--- src/rtl/schedule_sequencer_if.sv ---
// Table-write channel between the schedule programming logic (master) and schedule_sequencer (slave).
// The master holds wr_en high with stable fields until it sees the one-cycle wr_ack pulse.
interface schedule_sequencer_if #(
  parameter int g_temp_width = 7
);
  logic                    wr_en;
  logic [2:0]              wr_idx;
  logic                    wr_valid;
  logic [6:0]              wr_days;
  logic [4:0]              wr_hour;
  logic [5:0]              wr_min;
  logic [g_temp_width-1:0] wr_temp;
  logic                    wr_ack;

  modport master (
    output wr_en, wr_idx, wr_valid, wr_days, wr_hour, wr_min, wr_temp,
    input  wr_ack
  );

  modport slave (
    input  wr_en, wr_idx, wr_valid, wr_days, wr_hour, wr_min, wr_temp,
    output wr_ack
  );
endinterface

--- src/rtl/schedule_sequencer.sv ---
// Weekly setpoint scheduler: rescans a small event table on every minute change and drives the active setpoint.
// Define SCHED_HOLD_EN to add the i_hold_n / o_hold ports that freeze setpoint updates.
module schedule_sequencer #(
  parameter int g_num_entries  = 4,
  parameter int g_temp_width   = 7,
  parameter int g_default_temp = 70
) (
  input  logic                    i_clk,
  input  logic                    i_reset_n,
  input  logic [6:0]              i_day,
  input  logic [4:0]              i_hour,
  input  logic [5:0]              i_minute,
  input  logic                    i_set_time_n,
`ifdef SCHED_HOLD_EN
  input  logic                    i_hold_n,
  output logic                    o_hold,
`endif
  schedule_sequencer_if.slave     wr,
  output logic [g_temp_width-1:0] o_setpoint,
  output logic [2:0]              o_active_idx,
  output logic                    o_sched_valid,
  output logic                    o_change,
  output logic                    o_busy
);

  localparam logic [g_temp_width-1:0] DEFAULT_TEMP = g_temp_width'(g_default_temp);
  localparam logic [2:0]              LAST_IDX     = 3'(g_num_entries - 1);

  typedef enum logic [1:0] {IDLE, SNAP, SCAN, UPDATE} state_t;

  state_t                  state;
  logic                    tbl_valid [g_num_entries];
  logic [6:0]              tbl_days  [g_num_entries];
  logic [4:0]              tbl_hour  [g_num_entries];
  logic [5:0]              tbl_min   [g_num_entries];
  logic [g_temp_width-1:0] tbl_temp  [g_num_entries];

  logic [5:0] min_dly;
  logic       set_dly;
  logic       pending;
  logic [6:0] snap_day;
  logic [4:0] snap_hour;
  logic [5:0] snap_min;
  logic [2:0] scan_idx;
  logic       hit_found;
  logic [2:0] hit_idx;
  logic       cur_hit;
  logic       trig;
  logic       hold_ok;
  logic       hold_trig;

`ifdef SCHED_HOLD_EN
  assign hold_ok   = i_hold_n;
  assign hold_trig = i_hold_n && o_hold;
`else
  assign hold_ok   = 1'b1;
  assign hold_trig = 1'b0;
`endif

  // Minute ticks count only outside set mode; leaving set mode or releasing hold forces a rescan.
  assign trig = (i_set_time_n && (i_minute != min_dly)) ||
                (i_set_time_n && !set_dly) ||
                hold_trig;

  always_comb begin
    cur_hit = 1'b0;
    for (int k = 0; k < g_num_entries; k++) begin
      if (scan_idx == 3'(k)) begin
        cur_hit = tbl_valid[k] &&
                  ((tbl_days[k] & snap_day) != 7'd0) &&
                  (tbl_hour[k] == snap_hour) &&
                  (tbl_min[k] == snap_min);
      end
    end
  end

  always_ff @(posedge i_clk or negedge i_reset_n) begin
    if (!i_reset_n) begin
      state         <= IDLE;
      for (int k = 0; k < g_num_entries; k++) begin
        tbl_valid[k] <= 1'b0;
        tbl_days[k]  <= 7'd0;
        tbl_hour[k]  <= 5'd0;
        tbl_min[k]   <= 6'd0;
        tbl_temp[k]  <= '0;
      end
      min_dly       <= 6'd0;
      set_dly       <= 1'b1;
      pending       <= 1'b0;
      snap_day      <= 7'd0;
      snap_hour     <= 5'd0;
      snap_min      <= 6'd0;
      scan_idx      <= 3'd0;
      hit_found     <= 1'b0;
      hit_idx       <= 3'd0;
      wr.wr_ack     <= 1'b0;
      o_setpoint    <= DEFAULT_TEMP;
      o_active_idx  <= 3'd0;
      o_sched_valid <= 1'b0;
      o_change      <= 1'b0;
      o_busy        <= 1'b0;
`ifdef SCHED_HOLD_EN
      o_hold        <= 1'b0;
`endif
    end else begin
      min_dly   <= i_minute;
      set_dly   <= i_set_time_n;
      o_change  <= 1'b0;
      wr.wr_ack <= 1'b0;
`ifdef SCHED_HOLD_EN
      o_hold    <= ~i_hold_n;
`endif
      if (trig && (state != IDLE)) begin
        pending <= 1'b1;
      end

      case (state)
        IDLE: begin
          // The ack gate stops a still-held wr_en from being taken twice.
          if (wr.wr_en && !wr.wr_ack) begin
            for (int k = 0; k < g_num_entries; k++) begin
              if (wr.wr_idx == 3'(k)) begin
                tbl_valid[k] <= wr.wr_valid;
                tbl_days[k]  <= wr.wr_days;
                tbl_hour[k]  <= wr.wr_hour;
                tbl_min[k]   <= wr.wr_min;
                tbl_temp[k]  <= wr.wr_temp;
              end
            end
            wr.wr_ack <= 1'b1;
            pending   <= 1'b1;
          end else if (trig || pending) begin
            pending <= 1'b0;
            o_busy  <= 1'b1;
            state   <= SNAP;
          end
        end
        SNAP: begin
          snap_day  <= i_day;
          snap_hour <= i_hour;
          snap_min  <= i_minute;
          scan_idx  <= 3'd0;
          hit_found <= 1'b0;
          state     <= SCAN;
        end
        SCAN: begin
          // Later hits overwrite earlier ones so the highest index wins.
          if (cur_hit) begin
            hit_found <= 1'b1;
            hit_idx   <= scan_idx;
          end
          if (scan_idx == LAST_IDX) begin
            state <= UPDATE;
          end else begin
            scan_idx <= scan_idx + 3'd1;
          end
        end
        UPDATE: begin
          if (hit_found && hold_ok) begin
            o_setpoint    <= tbl_temp[hit_idx[$clog2(g_num_entries > 1 ? g_num_entries : 2)-1:0]];
            o_active_idx  <= hit_idx;
            o_sched_valid <= 1'b1;
            o_change      <= 1'b1;
          end
          o_busy <= 1'b0;
          state  <= IDLE;
        end
        default: begin
          o_busy <= 1'b0;
          state  <= IDLE;
        end
      endcase
    end
  end

endmodule

--- src/flat_wrapper.sv ---
// flat-port wrapper written by rule: the top's interface ports become plain ports
module schedule_sequencer_flat 
#(
  parameter int g_num_entries  = 4,
  parameter int g_temp_width   = 7,
  parameter int g_default_temp = 70
)
  (i_clk, i_reset_n, i_day, i_hour, i_minute, i_set_time_n, o_setpoint, o_active_idx, o_sched_valid, o_change, o_busy, wr_wr_en, wr_wr_idx, wr_wr_valid, wr_wr_days, wr_wr_hour, wr_wr_min, wr_wr_temp, wr_wr_ack);
  schedule_sequencer_if #(.g_temp_width(g_temp_width)) wr_i ();
  input  logic i_clk;
  input  logic i_reset_n;
  input  logic [6:0] i_day;
  input  logic [4:0] i_hour;
  input  logic [5:0] i_minute;
  input  logic i_set_time_n;
  output logic [g_temp_width-1:0] o_setpoint;
  output logic [2:0] o_active_idx;
  output logic o_sched_valid;
  output logic o_change;
  output logic o_busy;
  input wire logic [$bits(wr_i.wr_en)-1:0] wr_wr_en;
  input wire logic [$bits(wr_i.wr_idx)-1:0] wr_wr_idx;
  input wire logic [$bits(wr_i.wr_valid)-1:0] wr_wr_valid;
  input wire logic [$bits(wr_i.wr_days)-1:0] wr_wr_days;
  input wire logic [$bits(wr_i.wr_hour)-1:0] wr_wr_hour;
  input wire logic [$bits(wr_i.wr_min)-1:0] wr_wr_min;
  input wire logic [$bits(wr_i.wr_temp)-1:0] wr_wr_temp;
  output wire logic [$bits(wr_i.wr_ack)-1:0] wr_wr_ack;
  assign wr_i.wr_en = wr_wr_en;
  assign wr_i.wr_idx = wr_wr_idx;
  assign wr_i.wr_valid = wr_wr_valid;
  assign wr_i.wr_days = wr_wr_days;
  assign wr_i.wr_hour = wr_wr_hour;
  assign wr_i.wr_min = wr_wr_min;
  assign wr_i.wr_temp = wr_wr_temp;
  assign wr_wr_ack = wr_i.wr_ack;
  schedule_sequencer #(.g_num_entries(g_num_entries), .g_temp_width(g_temp_width), .g_default_temp(g_default_temp)) u_core (.i_clk(i_clk), .i_reset_n(i_reset_n), .i_day(i_day), .i_hour(i_hour), .i_minute(i_minute), .i_set_time_n(i_set_time_n), .wr(wr_i), .o_setpoint(o_setpoint), .o_active_idx(o_active_idx), .o_sched_valid(o_sched_valid), .o_change(o_change), .o_busy(o_busy));
endmodule
--- config.mk ---
export PLATFORM = sky130hd
export DESIGN_NAME = schedule_sequencer_flat
export DESIGN_NICKNAME = d
export VERILOG_FILES = /design/src/rtl/schedule_sequencer_if.sv /design/src/rtl/schedule_sequencer.sv /design/src/flat_wrapper.sv
export SDC_FILE = /design/constraint.sdc
export NUM_CORES = 1
export LEC_CHECK = 0
export ABC_CLOCK_PERIOD_IN_PS = 3000
export CELL_PAD_IN_SITES_DETAIL_PLACEMENT = 1
export CELL_PAD_IN_SITES_GLOBAL_PLACEMENT = 1
export CORE_MARGIN = 5
export CORE_UTILIZATION = 48
export DETAILED_ROUTE_END_ITERATION = 8
export PLACE_DENSITY_LB_ADDON = 0.08
export SLEW_MARGIN = 20
export SYNTH_ARGS = -nofsm -noshare
export SYNTH_HDL_FRONTEND = slang
export SYNTH_SLANG_ARGS = --single-unit
--- constraint.sdc ---
create_clock -name i_clk -period 3 [get_ports i_clk]
set_input_delay 0.45 -clock i_clk [delete_from_list [all_inputs] [get_ports i_clk]]
set_output_delay 0.45 -clock i_clk [all_outputs]
set_load 0.03 [all_outputs]
==> out/metrics.yaml, run 1 <==
worst_hold_path:
  min_path_type: "in -> reg"
  worstHoldPathCells: 1
  min-delay-start: "i_set_time_n"
  hold_end: "u_core.set_dly"
synth:
  synth.top_cell.area_share_pct: 55.1
  ys_types: 41
  yosys_warnings: 0
  synth_edf_count: 0
  syn_area_per_cell_um2: 14.8
  syn_nets: 517
  synthArstFlopShare_pct: 100
  synth_area_leader_cell: "dfrtp_1"
  ys_seq_area_share_pct: 56.6
  ys.flop_type: "dfrtp_1"
  synth.most_common_cell: "dfrtp_1"
  synth_common_cells: "dfrtp_1 (149), mux2_2 (133), xor2_1 (43)"
  syn_inst: 457
  synth_top_cells_by_area: "dfrtp_1 (55%), mux2_2 (22%), xor2_1 (5.6%)"
  ys_seq_elements: 153
  netlist_area_um2: 6770
timing:
  tightest_slew_ps: 569
  drv_slew: 0
  final.setup.worst_slack_ps: 711
  setup_viol: 0
  fmaxAchievable_ghz: 0.437
  max_slew_margin_pct: 62.0
  post-route-min-period_ps: 2290
  rsz0062_at_grt: "no"
  fin_skew_ps: 6.00
  hold_violations: 0
  fin_crit_sh_pct: 76.3
  setup_tns_ps: 0
floorplan:
  chipHeight_um: 129
  rows: 43
  fp.dieArea_um2: 16600
  die_x_um: 129
  start_util_pct: 48.8
  io_pins: 65
  core_um2: 13900
critical_path:
  crit_family: "simple AND/OR/NAND/NOR gates"
  reg2reg_depth: 7
  slowest_delay_ps: 410
  worstSetupPathType: "reg -> reg"
  cp-end-kind: "register"
  worstPathRequired_ps: 3300
  start_kind: "register"
  path_buf_inv: 2
  cp.arrival_ps: 2580
  r2r_setup_slack_ps: 710
  path_max_fanout: 14
  r2r_end: "u_core.tbl_min[8]"
  crit_slowest_cell: "dfrtp_1"
  reg2reg_from: "u_core.state[0]"
  path_cells: "inv_1 > ha_1 > nand3b_1 > nor2_1 > nand3b_2 > buf_12 > mux2_2"
routing:
  first_pass_iters: 4
  dr_total_vias: 3982
  drt-initial-drc-count: 210
  routed_wirelength_um: 14800
  drc: 0
  post_drt_via_cell_ratio: 5.55
  wl_per_cell_um: 20.6
  detail-route-antenna-nets: 0
global_routing:
  grt_max_degree: 52
  grt_pass1_wl_um: 24700
  grt_usage_pct: 19.4
  overflow: 0
  grt_pass1_vias: 4583
  antenna_found_initial: 0
cts:
  htreeDepth: 4
  hold_buffers: 1
  cts_buffers: 17
  cts_resized: 0
  cts_tree: "done"
  cts_buffer_depth: 2
  clkTransAtPathRegs_ps: 60
  cts_root_buf: "clkbuf_16"
  clk_latency_ps: 420
  clock_sinks: 153
  cts_setup_buffers: 0
power:
  powerDensity_nw_per_um2: 969
  vdd_drop_max_mv: 0.526
  leakagePower_nw: 3.74
layout:
  antenna_cells: 0
  fin_nets: 585
  drive_gt1_share_pct: 36.4
  fin_cells: 718
  area_growth_pct: 22.1
  fillers: 1332
placement:
  hpwlAfterDp_um: 10100
  place_congestion: 0.739
  io_buffers: 64
  place_inst: 685
  pre_cts_slack_ps: 500
job:
  cap_violations: 0
run_status:
  status: "finished, final reports clean"
[cell usage in the layout (no fill, tap or decap), drive strengths merged, types with 2 or more instances in the layout]
cell type / synthesis / layout
dfrtp: 149 / 149
mux2: 136 / 136
clkdlybuf4s50: 0 / 63
xor2: 43 / 43
clkbuf: 6 / 19
nor4: 11 / 11
inv: 9 / 10
buf: 19 / 10
ha: 9 / 9
xnor2: 8 / 8
a22oi: 8 / 8
mux4: 7 / 7
nand3: 7 / 7
bufinv: 0 / 6
clkinv: 0 / 6
nand4: 5 / 5
nand3b: 5 / 5
nand2: 4 / 4
a222oi: 4 / 4
dfstp: 4 / 4
nor2b: 2 / 2
o21ai: 2 / 2
nor2: 2 / 2
nand2b: 2 / 2
o31ai: 2 / 2
[metrics by stage]
stage               util (%)  hold WS [ps]  power, mW  instance area (µm²)
floorplan                  -           154       4.97                 6770
global route            59.6           480       8.49                 8270
finish                  59.6           473       8.01                 8270
CTS                     59.6           453       8.12                 8270
global placement        54.7           411       5.50                 7590
detailed placement      54.7           414       5.65                 7590
[where the power goes]
group	internal, mW	switching (mW)
Clock	1.58	0.823
Sequential	2.84	0.660
Combinational	1.19	0.922
[final cells by class]
| type | count | area, µm² | share of cell area, % |
|---|---|---|---|
| multi-input combinational | 270 | 2770 | 33.5 |
| inverter | 9 | 33.8 | 0.409 |
| tap | 180 | 225 | 2.72 |
| sequential | 153 | 3830 | 46.4 |
| clock buffer | 19 | 443 | 5.36 |
| timing repair buffer | 74 | 744 | 9.00 |
| clock inverter | 13 | 223 | 2.69 |
[cells by family (layout without fill, tap and decap cells)]
group	after synthesis	in the layout	share of synthesized area, %
adders and majority gates	9	9	1.66
xor gates and xnor gates	51	51	6.60
AOI/OAI and AO/OA	24	24	2.94
buffers and inverters	34	115	2.66
and+or+nand+nor	42	42	4.27
muxes	144	144	25.3
DFF	153	153	56.6
[state kept, by name, summed over array words and instances, names as in the netlist, 2 cells and up]
signal	flops
u_core.tbl_temp	28
u_core.tbl_days	28
u_core.snap_hour	5
u_core.o_setpoint	7
u_core.state	2
u_core.tbl_min	24
u_core.o_active_idx	3
u_core.tbl_valid	4
u_core.snap_day	7
u_core.min_dly	6
u_core.scan_idx	3
u_core.hit_idx	3
u_core.snap_min	6
u_core.tbl_hour	20
[layer usage]
layer	up-vias	routed length (µm)	GRT usage, %
met4	0	242	6.92
met5	-	0	0
met2	86	7330	31.5
li1	1786	-	-
met1	2092	6700	26.3
met3	18	486	3.65
[worst max-delay path by stage]
| stage | startpoint | end | slack (ps) | cells after the start |
|---|---|---|---|---|
| 2_1_floorplan | u_core.state[0] | u_core.tbl_days[21] | 910 | 6 |
| 3_3_place_gp | wr_wr_en | u_core.tbl_min[10] | 560 | 6 |
| 3_5_place_dp | wr_wr_en | u_core.tbl_hour[5] | 500 | 6 |
| 4_1_cts | u_core.state[0] | u_core.tbl_min[8] | 650 | 7 |
| 5_1_grt | u_core.state[1] | u_core.tbl_min[8] | 550 | 7 |
| 6_report | u_core.state[0] | u_core.tbl_min[8] | 710 | 7 |
[worst register-to-register path: cells and delay by family, from the launching register on]
kind,cells,cell delay (ps)
buffers and inverters,2,420
adders and majority gates,1,220
and+or+nand+nor,3,830
muxes,1,280
DFF,1,410
No activity file was read; power rests on OpenSTA's default activity.
==> inputs of run 2 (changes only) <==
- ABC_CLOCK_PERIOD_IN_PS: 3000 -> 2300
- clock period: 3 -> 2.3 ns (I/O delays scaled with it)
==> out/metrics.yaml, run 2 (synthesis results as in run 1) <==
floorplan:
  io_pins: 65  # unchanged
  chipHeight_um: 129  # unchanged
  fp.dieArea_um2: 16600  # unchanged
  start_util_pct: 48.8  # unchanged
  die_x_um: 129  # unchanged
  core_um2: 13900  # unchanged
  rows: 43  # unchanged
routing:
  first_pass_iters: 4  # unchanged
  wl_per_cell_um: 21.1  # was 20.6 µm
  dr_total_vias: 3940  # was 3982
  detail-route-antenna-nets: 0  # unchanged
  drt-initial-drc-count: 239  # was 210
  routed_wirelength_um: 15200  # was 14800 µm
  post_drt_via_cell_ratio: 5.48  # was 5.55
  drc: 0  # unchanged
cts:
  cts_buffers: 17  # unchanged
  cts_buffer_depth: 2  # unchanged
  clkTransAtPathRegs_ps: 60  # about the same
  cts_tree: "done"  # unchanged
  htreeDepth: 4  # unchanged
  cts_root_buf: "clkbuf_16"  # unchanged
  clock_sinks: 153  # unchanged
  clk_latency_ps: 430  # was 420 ps
placement:
  hpwlAfterDp_um: 10100  # about the same
  io_buffers: 64  # unchanged
  dpl_cell_area_um2: 7650  # was 7590 µm²
  place_congestion: 0.736  # was 0.739
timing:
  post-route-min-period_ps: 2190  # was 2290 ps
  hold_violations: 0  # unchanged
  max_slew_margin_pct: 61.2  # was 62.0%
  fmaxAchievable_ghz: 0.457  # was 0.437 GHz
  fin_crit_sh_pct: 95.0  # was 76.3%
  setup_tns_ps: 0  # unchanged
  tightest_slew_ps: 582  # was 569 ps
  drv_slew: 0  # unchanged
  setup_viol: 0  # unchanged
  rsz0062_at_grt: "no"  # unchanged
  fin_skew_ps: 12.8  # was 6.00 ps
critical_path:
  r2r_setup_slack_ps: 110  # was 710 ps
  cp.arrival_ps: 2490  # was 2580 ps
  path_cells: "inv_1 > ha_1 > nand4bb_1 > nor4_1 > nand4_1 > a211o_1 > o311a_4 > mux2_4"  # was inv_1 > ha_1 > nand3b_1 > nor2_1 > nand3b_2 > buf_12 > mux2_2
  worstSetupPathType: "reg -> reg"  # unchanged
  cp-end-kind: "register"  # unchanged
  path_max_fanout: 5  # was 14
  reg2reg_from: "u_core.scan_idx[1]"  # was u_core.state[0]
  startpoint: "u_core.scan_idx[1]"  # was u_core.state[0]
  crit_slowest_cell: "dfrtp_2"  # was dfrtp_1
  cp.depth: 8  # was 7
  start_kind: "register"  # unchanged
  worstPathRequired_ps: 2600  # was 3300 ps
  reg2reg_depth: 8  # was 7
  path_buf_inv: 1  # was 2
  slowest_delay_ps: 410  # about the same
  crit_family: "simple AND/OR/NAND/NOR gates"  # unchanged
layout:
  antenna_cells: 0  # unchanged
  post-route-util_pct: 60.0  # was 59.6%
  fin_nets: 586  # was 585
  area_growth_pct: 22.9  # was 22.1%
  reg.largest.list: "u_core.tbl_days x28, u_core.tbl_temp x28, u_core.tbl_min x24"  # unchanged
  layout_commonest_cell: "dfrtp_1"  # unchanged
  drive_gt1_share_pct: 37.3  # was 36.4%
  layout_common_cells: "dfrtp_1 (148), mux2_2 (133), clkdlybuf4s50_1 (63)"  # was dfrtp_1 (149), mux2_2 (133), clkdlybuf4s50_1 (63)
  fillers: 1288  # was 1332
  design_area_um2: 8320  # was 8270 µm²
power:
  leakagePower_nw: 3.76  # was 3.74 nW
  vdd_drop_max_mv: 0.856  # was 0.526 mV
  report.power.total_mw: 10.5  # was 8.01 mW
  powerDensity_nw_per_um2: 1260  # was 969 nW/µm²
job:
  cap_violations: 0  # unchanged
worst_hold_path:
  min_path_type: "in -> reg"  # unchanged
  min-delay-start: "i_set_time_n"  # unchanged
  worstHoldPathCells: 1  # unchanged
run_status:
  status: "finished, final reports clean"  # unchanged
global_routing:
  grt_pass1_wl_um: 25000  # was 24700 µm
  grt_pass1_vias: 4471  # was 4583
  grt_usage_pct: 20.1  # was 19.4%
  overflow: 0  # unchanged
  grt_max_degree: 61  # was 52
  antenna_found_initial: 0  # unchanged
run 2: layer usage:
metal  up-vias  wire length [µm]  part of all wire (%)  track usage (%)
li1       1783                 -                     -                -
met4         0               161                   1.1             5.56
met5         -                 0                     0                0
met1      2086              7000                    46             27.1
met2        58              7500                    49             32.3
met3        13               491                   3.2             5.35
run 2: path summary, 6_finish.rpt:
path                                         to
setup / recovery              u_core.hit_idx[1]
hold / removal                   u_core.set_dly
setup reg to reg              u_core.hit_idx[1]
hold reg to reg            u_core.o_sched_valid
max in group asynchronous   u_core.tbl_days[16]
min in group asynchronous     u_core.min_dly[5]
run 2: per-stage QoR:
step / hold slack [ps] / cells / worst slack (ps)
floorplan: 49.4 / 457 / 206
global placement: 362 / 686 / 139
detailed placement: 368 / 686 / 40.2
CTS: 343 / 719 / 60.9
global route: 337 / 719 / 2.05
finish: 368 / 719 / 114
run 2: power by group:
group | switching (mW) | internal, mW | total (mW)
Combinational | 1.29 | 1.59 | 2.88
Clock | 1.10 | 1.97 | 3.07
Sequential | 0.837 | 3.70 | 4.54
Total | 3.22 | 7.26 | 10.5
run 2: layout make-up:
cell class	count	area (µm²)	area share, %
flip-flops and latches	153	3830	46.1
multi-input cells	270	2780	33.3
repair buffers	75	802	9.64
clock buffers	19	453	5.44
well taps	180	225	2.71
clock inverters	13	199	2.39
inverters	9	33.8	0.406
run 2: what timing repair did:
item,4_1_cts,5_1_grt
hold buffers,1,0
buffers inserted,0,0
hold endpoints to repair,54,0
endpoints found under the setup margin,0,63
gates resized for setup,0,3
==> inputs of run 3 (changes only) <==
- CORE_ASPECT_RATIO: default -> 0.7
==> out/metrics.yaml, run 3 (synthesis results as in run 1) <==
layout:
  post-route-util_pct: 60.1  # was 60.0%
  layout_commonest_cell: "dfrtp_1"  # unchanged
  antenna_cells: 0  # unchanged
  drive_gt1_share_pct: 38.1  # was 37.3%
  area_growth_pct: 23.1  # was 22.9%
  reg.largest.list: "u_core.tbl_days x28, u_core.tbl_temp x28, u_core.tbl_min x24"  # unchanged
  fin_nets: 590  # was 586
  fillers: 1315  # was 1288
  layout_common_cells: "dfrtp_1 (148), mux2_2 (133), clkdlybuf4s50_1 (63)"  # unchanged
  design_area_um2: 8330  # was 8320 µm²
routing:
  drt-initial-drc-count: 131  # was 239
  drc: 0  # unchanged
  wl_per_cell_um: 21.4  # was 21.1 µm
  dr_total_vias: 3961  # was 3940
  routed_wirelength_um: 15700  # was 15200 µm
  detail-route-antenna-nets: 0  # unchanged
  post_drt_via_cell_ratio: 5.40  # was 5.48
  first_pass_iters: 4  # unchanged
power:
  powerDensity_nw_per_um2: 1250  # was 1260 nW/µm²
  leakagePower_nw: 3.75  # was 3.76 nW
  vdd_drop_max_mv: 0.587  # was 0.856 mV
cts:
  htreeDepth: 4  # unchanged
  clkTransAtPathRegs_ps: 60  # about the same
  clk_latency_ps: 420  # was 430 ps
  cts_setup_buffers: 0  # unchanged
  cts_root_buf: "clkbuf_16"  # unchanged
  cts_tree: "done"  # unchanged
  clock_sinks: 153  # unchanged
  cts_buffer_depth: 2  # unchanged
  cts_buffers: 17  # unchanged
placement:
  place_congestion: 0.774  # was 0.736
  hpwlAfterDp_um: 10200  # was 10100 µm
  io_buffers: 64  # unchanged
  dpl_cell_area_um2: 7680  # was 7650 µm²
global_routing:
  overflow: 0  # unchanged
  grt_pass1_wl_um: 25500  # was 25000 µm
  grt_max_degree: 47  # was 61
  antenna_found_initial: 0  # unchanged
  grt_pass1_vias: 4518  # was 4471
  grt_usage_pct: 20.0  # was 20.1%
floorplan:
  die_x_um: 152  # was 129 µm
  chipHeight_um: 109  # was 129 µm
  rows: 36  # was 43
  fp.dieArea_um2: 16600  # about the same
  start_util_pct: 48.8  # about the same
  io_pins: 65  # unchanged
  core_um2: 13900  # about the same
critical_path:
  cp.arrival_ps: 2490  # about the same
  path_cells: "inv_1 > ha_1 > nand3b_1 > nor2_2 > nand3_2 > buf_4 > mux2_2"  # was inv_1 > ha_1 > nand4bb_1 > nor4_1 > nand4_1 > a211o_1 > o311a_4 > mux2_4
  path_max_fanout: 26  # was 5
  crit_family: "simple AND/OR/NAND/NOR gates"  # unchanged
  cp-end-kind: "register"  # unchanged
  path_buf_inv: 2  # was 1
  cp.depth: 7  # was 8
  worstSetupPathType: "reg -> reg"  # unchanged
  slowest_delay_ps: 410  # about the same
  start_kind: "register"  # unchanged
  worstPathRequired_ps: 2590  # was 2600 ps
  reg2reg_depth: 7  # was 8
  crit_slowest_cell: "dfrtp_1"  # was dfrtp_2
timing:
  rsz0062_at_grt: "no"  # unchanged
  fin_skew_ps: 13.4  # was 12.8 ps
  max_slew_margin_pct: 60.8  # was 61.2%
  hold_violations: 0  # unchanged
  fin_crit_sh_pct: 95.5  # was 95.0%
  tightest_slew_ps: 587  # was 582 ps
  setup_viol: 0  # unchanged
  setup_tns_ps: 0  # unchanged
  fmaxAchievable_ghz: 0.455  # was 0.457 GHz
  drv_slew: 0  # unchanged
  post-route-min-period_ps: 2200  # was 2190 ps
worst_hold_path:
  worstHoldPathCells: 1  # unchanged
  min_path_type: "in -> reg"  # unchanged
job:
  cap_violations: 0  # unchanged
run_status:
  status: "finished, final reports clean"  # unchanged
## run 3: power by group
group	leakage, nW	switching [mW]	total [mW]	internal [mW]
clock network	0.300	1.13	2.90	1.77
logic	1.52	1.29	2.90	1.61
registers	1.93	0.885	4.58	3.70
total	3.75	3.30	10.4	7.09
## run 3: final cells by class
cell class | instances | area (µm²) | share of cell area, %
inverters | 9 | 33.8 | 0.405
clock buffers | 19 | 453 | 5.43
well taps | 190 | 238 | 2.85
repair buffers | 79 | 820 | 9.83
flip-flops and latches | 153 | 3830 | 46.0
clock inverters | 13 | 168 | 2.01
multi-input cells | 270 | 2790 | 33.4
## run 3: what timing repair did
item | 4_1_cts | 5_1_grt
gates resized for setup | 0 | 5
hold buffers | 1 | 0
endpoints found under the setup margin | 0 | 29
hold endpoints to repair | 42 | 0
## run 3: worst paths after layout
kind / from / endpoint / slack, ps
max in group asynchronous: i_reset_n / u_core.tbl_days[26] / 1220
hold / removal: i_set_time_n / u_core.set_dly / 360
hold reg to reg: u_core.o_sched_valid / u_core.o_sched_valid / 470
min in group asynchronous: i_reset_n / u_core.tbl_min[9] / 440
setup / recovery: u_core.state[1] / u_core.tbl_hour[1] / 100
setup reg to reg: u_core.state[1] / u_core.tbl_hour[1] / 100
## run 3: stage by stage
stage / std cells / setup slack (ps) / power (mW) / hold slack, ps
after floorplan: 457 / 206 / 6.48 / 49.4
after global placement: 700 / 80.6 / 7.25 / 312
after detailed placement: 700 / 77.1 / 7.42 / 313
after CTS: 733 / 42.8 / 10.4 / 357
after global routing: 733 / 19.2 / 11.0 / 375
final: 733 / 103 / 10.4 / 364
## run 3: metal layers
metal | vias up | GRT usage (%) | part of all wire [%]
met4 | 0 | 5.26 | 1.2
met5 | - | 0 | 0
li1 | 1797 | - | -
met1 | 2089 | 27.2 | 48
met2 | 60 | 32.4 | 48
met3 | 15 | 5.19 | 3.0
